**config.mk**
```make
export PLATFORM = sky130hd
export DESIGN_NAME = pc_sequencer
export DESIGN_NICKNAME = d
export VERILOG_FILES = /design/src/rtl/pc_sequencer.sv
export SDC_FILE = /design/constraint.sdc
export NUM_CORES = 1
export LEC_CHECK = 0
export ABC_CLOCK_PERIOD_IN_PS = 1400
export BUFFER_PORTS_ARGS = -buffer_cell sky130_fd_sc_hd__buf_4
export CAP_MARGIN = 20
export CELL_PAD_IN_SITES_DETAIL_PLACEMENT = 1
export CELL_PAD_IN_SITES_GLOBAL_PLACEMENT = 2
export CORE_AREA = 2 2 52 54
export CTS_CLUSTER_SIZE = 14
export DETAILED_ROUTE_END_ITERATION = 16
export DIE_AREA = 0 0 54 56
export PLACE_DENSITY_LB_ADDON = 0.1
export SYNTH_ARGS = -nofsm -noshare
export SYNTH_HDL_FRONTEND = slang
export SYNTH_SLANG_ARGS = --single-unit
export TNS_END_PERCENT = 30
```
**constraint.sdc**
```tcl
create_clock -name clock -period 1.4 [get_ports clock]
set_input_delay 0.35 -clock clock [delete_from_list [all_inputs] [get_ports clock]]
set_output_delay 0.35 -clock clock [all_outputs]
set_load 0.01 [all_outputs]
```
**src/rtl/pc_sequencer.sv**
```systemverilog
// pc_sequencer: program counter sequencer with a RUN/HALTED FSM, jumps,
// conditional jumps on the upstream zero flag, and an optional return stack.
// Optional feature macro: CALL_STACK_EN. When it is defined, the return stack
// and call/ret behaviour are built. When it is not defined, call and ret act
// as plain increments and stack_err is tied low.
module pc_sequencer #(
    parameter int PC_WIDTH    = 8,
    parameter int STACK_DEPTH = 4
) (
    input  logic                clock,
    input  logic                reset,
    input  logic                pc_en,
    input  logic                jmp,
    input  logic                jmpz,
    input  logic                zero_flag,
    input  logic [PC_WIDTH-1:0] target,
    input  logic                call,
    input  logic                ret,
    input  logic                halt,
    input  logic                resume,
    output logic [PC_WIDTH-1:0] pc,
    output logic                halted,
    output logic                stack_err
);

    typedef enum logic {
        ST_RUN    = 1'b0,
        ST_HALTED = 1'b1
    } state_t;

    state_t              state_q, state_d;
    logic [PC_WIDTH-1:0] pc_q, pc_d;
    logic [PC_WIDTH-1:0] pc_inc;

    // Natural wrap from all-ones to zero comes from the fixed width.
    assign pc_inc = pc_q + PC_WIDTH'(1);

`ifdef CALL_STACK_EN
    localparam int SP_W  = $clog2(STACK_DEPTH + 1);
    localparam int IDX_W = (STACK_DEPTH > 1) ? $clog2(STACK_DEPTH) : 1;

    logic [PC_WIDTH-1:0] stack_mem [STACK_DEPTH];
    logic [SP_W-1:0]     sp_q, sp_d;
    logic                err_q, err_d;
    logic                push;
    logic                stack_full;
    logic                stack_empty;
    logic [IDX_W-1:0]    push_idx;
    logic [IDX_W-1:0]    top_idx;

    // sp_q counts occupied entries; push writes at sp_q, pop reads sp_q-1.
    assign stack_full  = (sp_q == SP_W'(STACK_DEPTH));
    assign stack_empty = (sp_q == '0);
    assign push_idx    = IDX_W'(sp_q);
    assign top_idx     = IDX_W'(sp_q - SP_W'(1));
`else
    // Depth only matters when the stack is built.
    localparam int unused_stack_depth = STACK_DEPTH;
`endif

    // Next-state decode: one action per enabled RUN cycle, in priority order.
    always_comb begin
        state_d = state_q;
        pc_d    = pc_q;
`ifdef CALL_STACK_EN
        sp_d    = sp_q;
        err_d   = err_q;
        push    = 1'b0;
`endif
        case (state_q)
            ST_RUN: begin
                if (pc_en) begin
                    if (halt) begin
                        state_d = ST_HALTED;
`ifdef CALL_STACK_EN
                    end else if (ret) begin
                        if (!stack_empty) begin
                            pc_d = stack_mem[top_idx];
                            sp_d = sp_q - SP_W'(1);
                        end else begin
                            pc_d  = pc_inc;
                            err_d = 1'b1;
                        end
                    end else if (call) begin
                        if (!stack_full) begin
                            push = 1'b1;
                            pc_d = target;
                            sp_d = sp_q + SP_W'(1);
                        end else begin
                            pc_d  = pc_inc;
                            err_d = 1'b1;
                        end
`else
                    end else if (ret || call) begin
                        pc_d = pc_inc;
`endif
                    end else if (jmp || (jmpz && zero_flag)) begin
                        pc_d = target;
                    end else begin
                        pc_d = pc_inc;
                    end
                end
            end
            ST_HALTED: begin
                if (resume) begin
                    state_d = ST_RUN;
                end
            end
            default: state_d = ST_RUN;
        endcase
    end

    // Control state registers, cleared asynchronously by reset.
    always_ff @(posedge clock or posedge reset) begin
        if (reset) begin
            state_q <= ST_RUN;
            pc_q    <= '0;
`ifdef CALL_STACK_EN
            sp_q    <= '0;
            err_q   <= 1'b0;
`endif
        end else begin
            state_q <= state_d;
            pc_q    <= pc_d;
`ifdef CALL_STACK_EN
            sp_q    <= sp_d;
            err_q   <= err_d;
`endif
        end
    end

`ifdef CALL_STACK_EN
    // Return-address storage; contents need no reset, only the count does.
    always_ff @(posedge clock) begin
        if (push) begin
            stack_mem[push_idx] <= pc_inc;
        end
    end

    assign stack_err = err_q;
`else
    assign stack_err = 1'b0;
`endif

    assign pc     = pc_q;
    assign halted = (state_q == ST_HALTED);

endmodule

```
==> results of run 1 <==
worst max path at each step:
stage	startpoint	endpoint	slack [ps]	cells after the start
after detailed placement	call	pc[2]	-30	4
after global placement	call	pc[3]	-0.6	4
final	pc[0]	pc[6]	100	5
after CTS	pc[0]	pc[6]	60	5
after global routing	pc[0]	pc[6]	10	5
after floorplan	pc[0]	pc[6]	140	5
worst max-delay path, cell delays in order (launching register included):
cell       delay [ps]
dfrtp_2           420
ha_1              170
and3_2            220
nand3_1            80
a21oi_1           170
a2bb2oi_1         160
timing repair:
item	CTS	global route
setup buffers	0	0
setup endpoints to repair	0	4
resized for setup	0	2
power by group through the flow:
stage               Combinational, µW  Clock [µW]  Sequential [µW]
global placement                  586           0              515
finish                            583         218              517
CTS                               593         229              515
detailed placement                593           0              519
floorplan                         240           0              545
global route                      657         238              543
flip-flops by register name (all words and copies together) (netlist names):
| register | count |
|---|---|
| halted | 1 |
| pc | 8 |
final cells by class:
cell class / count / area [µm²]
Clock buffer: 4 / 26.28
Fill cell: 303 / 1605
Inverter: 4 / 15.01
Multi-Input combinational cell: 46 / 304.0
Sequential cell: 9 / 226.5
Tap cell: 30 / 37.54
Timing Repair Buffer: 29 / 217.7
metrics by stage:
step	area, µm²	hold WS, ps	worst slack (ps)
after global routing	827.0	75.15	9.661
final	827.0	49.60	103.5
after global placement	798.3	365.3	-0.5690
after floorplan	573.1	177.9	144.7
after detailed placement	798.3	368.4	-27.64
after CTS	824.5	67.41	58.65
layout by cell type, fill, tap and decap left out, types with 2 or more instances in the layout:
cell type  instances
buf_4             29
a22oi_1            2
inv_1              4
nand3_1            4
mux2i_1            6
clkbuf_4           3
o21ai_0            2
nand4_1            2
a2bb2oi_1          3
nor2_1             2
nand2_1            8
dfrtp_1            8
a21oi_1            4
metal layers:
layer	vias up	track usage (%)	wire length (µm)	share of wire, %
met3	4	5.645	107	6.4
met4	0	4.286	26	1.6
met2	17	21.78	802	48
li1	287	-	-	-
met1	279	15.99	722	44
met5	-	0	0	0
logic make-up (layout without fill, tap and decap cells):
logic type,after synthesis,count (layout),synth area share [%]
DFF,9,9,39.30
muxes,6,6,10.48
AOI/OAI and AO/OA,17,17,20.53
buffers and inverters,7,37,7.860
other,1,1,0.6544
and+or+nand+nor,21,21,19.00
adders and majority gates,1,1,2.183
==> qor.yml, run 1 <==
status: "finished, final reports clean"
cts_tree: "done"
n_antenna_cell: 0
die_area_um2: 3024
num_rows: 18
initial_utilization_pct: 23.56
p_leak_uw: 0.0004073
gr-total-overflow: 0
grt_usage_pct: 13.57
fin_total_pwr_uw: 1318
gp_congestion: 0.7449
placedCellCount: 118
period_share_pct: 92.61
io_buffers: 26
die_x_um: 54
vias: 587
peakVddDrop_mv: 0.5750
combPwrFrac_pct: 44.2
critPathRequiredTime_ps: 1600
synth_top_area_share_pct: 39.30
p_per_area_nw_per_um2: 1594
ys_seq_area_share_pct: 39.30
skew_ps: 6.368
layout-drive-gt1-share_pct: 40.22
netlist_area_um2: 573.1
internal-power_uw: 815.7
clkPwrFrac_pct: 16.5
cts_hold_buffers: 0
clk_path_buf_depth: 2
netlist_top_cells_count: "9 x dfrtp_1, 8 x nand2_1, 6 x mux2i_1"
switching_power_uw: 502.4
clock_latency_ps: 270
htree_num_levels: 1
cts_sinks: 9
ys.flop_type: "dfrtp_1"
grt_pass1_wl_mm: 2.980
yosys.area.top_type: "dfrtp_1"
synth-edff-count: 0
final_net_count: 112
worstPathMaxFanout: 6
synth-async-reset-ratio_pct: 100.0
dr.pass1.iters: 3
arrival_ps: 1500
avgViaCountPerCell: 4.811
drt_iter0_markers: 2
antenna_found_initial: 0
worstRegToRegCells: 5
ios: 28
startpoint_type: "flip-flop"
ant_nets: 0
grt_max_degree: 12
power.share.sequential_pct: 39.2
area_delta_synth_final_pct: 44.32
period_needed_ps: 1296
ys_warn_count: 0
wirelength_mm: 1.659
cts_root_buf: "clkbuf_4"
final.setup.tns_ps: 0
hold_path_class: "input pin to async pin"
fin_util_pct: 34.00
core_um2: 2432
synth_area_leaders: "dfrtp_1 39%, mux2i_1 10%, nand2_1 5.2%"
rsz0062_at_grt: "no"
ys_ff_latch: 9
r2r-end: "pc[6]"
worstSetupPathType: "flip-flop to flip-flop"
reg2reg_setup_slack_ps: 100
final-hold-violation-count: 0
fmax_ghz: 0.7713
slew_headroom_pct: 62.25
end_kind: "flip-flop"
switching_share_pct: 38.12
setup_viol_count_final: 0
drc_errors: 0
postSynthAreaPerCell_um2: 9.243
hpwl_mm: 1.287
cts_inserted_buffers: 3
synth.distinct_cells: 26
cts.clk_slew.worst_paths_ps: 70
grt_pass1_vias: 629
maxCapViolations: 0
netlist_instances: 62
maxSlewViolCount: 0
die_y_um: 56
synth_nets: 81
r2r_start: "pc[0]"
tightestPinTransition_ps: 562.0
drt-wirelength-per-cell_um: 13.60
synth_most_common_cell: "dfrtp_1"
fin_cells: 122
No activity file was read; power rests on OpenSTA's default activity.
==> run 2, diff against run 1 <==
ABC_CLOCK_PERIOD_IN_PS = 1200   (was 1400)
PLACE_DENSITY = 0.75   (was default)
PLACE_DENSITY_LB_ADDON = default   (was 0.1)
clock period = 1.2 ns   (was 1.4 ns; I/O delays follow)
==> qor.yml, run 2 (same netlist as run 1, synthesis figures left out) <==
nFillCells: 303  # unchanged
die_y_um: 56  # unchanged
hold_path_depth: 2
final-hold-violation-count: 0  # unchanged
r2r-end: "pc[6]"  # unchanged
switching_power_uw: 683.0  # was 502.4 µW
cts_inserted_buffers: 3  # unchanged
pre_cts_slack_ps: -169.6  # was -27.64 ps
period_needed_ps: 1277  # was 1296 ps
cts_sinks: 9  # unchanged
grt_pass1_vias: 707  # was 629
drt-wirelength-per-cell_um: 14.13  # was 13.60 µm
vias: 653  # was 587
maxSlewViolCount: 0  # unchanged
cts_root_buf: "clkbuf_4"  # unchanged
fin_worst_hold_slack_ps: 211.8  # was 49.60 ps
grt_max_degree: 12  # unchanged
skew_ps: 7.955  # was 6.368 ps
cts_tree: "done"  # unchanged
hp-start: "resume"
gr-total-overflow: 0  # unchanged
htree_num_levels: 1  # unchanged
arrival_ps: 1440  # was 1500 ps
grt_pass1_wl_mm: 3.174  # was 2.980 mm
placedCellCount: 127  # was 118
switching_share_pct: 36.11  # was 38.12%
n_antenna_cell: 0  # unchanged
largest_register_ff_count: 8  # unchanged
fin_util_pct: 41.00  # was 34.00%
io_buffers: 26  # unchanged
core_um2: 2432  # unchanged
dr.pass1.iters: 4  # was 3
ios: 28  # unchanged
clock_latency_ps: 270  # about the same
maxCapViolations: 0  # unchanged
area_delta_synth_final_pct: 74.02  # was 44.32%
violations: "setup timing"
ant_nets: 0  # unchanged
num_rows: 18  # unchanged
avgViaCountPerCell: 4.873  # was 4.811
fmax_ghz: 0.7833  # was 0.7713 GHz
antenna_found_initial: 0  # unchanged
power.share.sequential_pct: 33.0  # was 39.2%
worstSetupPathType: "flip-flop to flip-flop"  # unchanged
p_leak_uw: 0.0004798  # was 0.0004073 µW
period_share_pct: 106.4  # was 92.61%
peakVddDrop_mv: 0.9718  # was 0.5750 mV
internal-power_uw: 1209  # was 815.7 µW
cts.clk_slew.worst_paths_ps: 70  # about the same
critPathRequiredTime_ps: 1360  # was 1600 ps
initial_utilization_pct: 23.56  # unchanged
startpoint_type: "flip-flop"  # unchanged
gp_congestion: 0.6826  # was 0.7449
fin_cells: 134  # was 122
die_x_um: 54  # unchanged
status: "finished, violations left"  # was finished, final reports clean
worstRegToRegCells: 5  # unchanged
path_cells: "ha_2 -> and3_4 -> nand4_1 -> mux2i_1 -> a2bb2oi_2"  # was ha_1 -> and3_2 -> nand3_1 -> a21oi_1 -> a2bb2oi_1
critPathSlowestCell: "dfrtp_1"  # was dfrtp_2
final_net_count: 124  # was 112
drc_errors: 0  # unchanged
end_kind: "flip-flop"  # unchanged
combPwrFrac_pct: 53.7  # was 44.2%
clkPwrFrac_pct: 13.3  # was 16.5%
setup_viol_count_final: 8  # was 0
r2r_start: "pc[1]"  # was pc[0]
layout-drive-gt1-share_pct: 55.77  # was 40.22%
p_per_area_nw_per_um2: 1897  # was 1594 nW/µm²
fin_ws_ps: -76.58  # was 103.5 ps
rsz0062_at_grt: "yes"  # was no
die_area_um2: 3024  # unchanged
worstPathMaxFanout: 4  # was 6
hpwl_mm: 1.388  # was 1.287 mm
final_cell_mix: "30 x buf_4, 10 x buf_6, 7 x nand2_1"  # was 29 x buf_4, 8 x nand2_1, 8 x dfrtp_1
reg2reg_setup_slack_ps: -80  # was 100 ps
hold_path_class: "input pin to flip-flop"  # was input pin to async pin
final_common_cell: "buf_4"  # unchanged
grt_usage_pct: 14.36  # was 13.57%
drt_iter0_markers: 7  # was 2
wirelength_mm: 1.894  # was 1.659 mm
holdPathEnd: "halted"
max_stage_delay_ps: 410  # was 420 ps
clk_path_buf_depth: 2  # unchanged
-- run 2: area by class of cell --
type	instances	area [µm²]	area share, %
sequential	9	229.0	22.96
timing repair buffer	41	347.8	34.88
multi-input combinational	46	341.6	34.25
inverter	4	15.01	1.506
clock buffer	4	26.28	2.635
tap	30	37.54	3.764
-- run 2: how the worst max path moves through the flow --
| stage | slack (ps) | start | endpoint | depth (start not counted) |
|---|---|---|---|---|
| 2_1_floorplan | -40 | pc[0] | pc[6] | 5 |
| 3_3_place_gp | -130 | call | pc[3] | 4 |
| 3_5_place_dp | -170 | call | pc[7] | 4 |
| 4_1_cts | -60 | pc[0] | pc[6] | 5 |
| 5_1_grt | -160 | pc[1] | pc[6] | 5 |
| 6_report | -80 | pc[1] | pc[6] | 5 |
-- run 2: repair_timing --
item / CTS / global route
buffers inserted: 1 / 1
hold buffers: 1 / 0
resized for setup: 13 / 8
pin swaps: 4 / 4
endpoints found under the hold margin: 5 / 0
setup endpoints to repair: 12 / 14
-- run 2: per-layer routing --
layer / track usage [%] / vias up / part of all wire, %
met5: 0 / - / 0
met4: 5.357 / 0 / 1.4
met3: 5.645 / 2 / 5.0
met2: 24.04 / 17 / 53
met1: 15.84 / 323 / 40
li1: - / 311 / -
-- run 2: critical path, delay by kind of cell (launching register included) --
kind                     cells  cell delay [ps]
AO/OA/AOI/OAI                1               70
adder cells (fa/ha/maj)      1              210
flip-flops                   1              410
multiplexers                 1              180
AND/OR/NAND/NOR              2              300
-- run 2: power groups by stage --
stage / Clock, µW / Sequential [µW] / Combinational, µW
3_3_place_gp: 0 / 581 / 820
3_5_place_dp: 0 / 583 / 846
4_1_cts: 262 / 606 / 973
2_1_floorplan: 0 / 645 / 295
5_1_grt: 272 / 647 / 1120
6_report: 252 / 625 / 1020
-- run 2: metrics by stage --
stage               area [µm²]  total power [µW]  setup TNS, ps
finish                   997.2              1892         -293.7
global placement         880.8              1401         -649.0
detailed placement       880.8              1428         -914.9
CTS                      964.7              1840         -333.1
floorplan                588.1             940.2         -67.08
global route             997.2              2037         -845.1
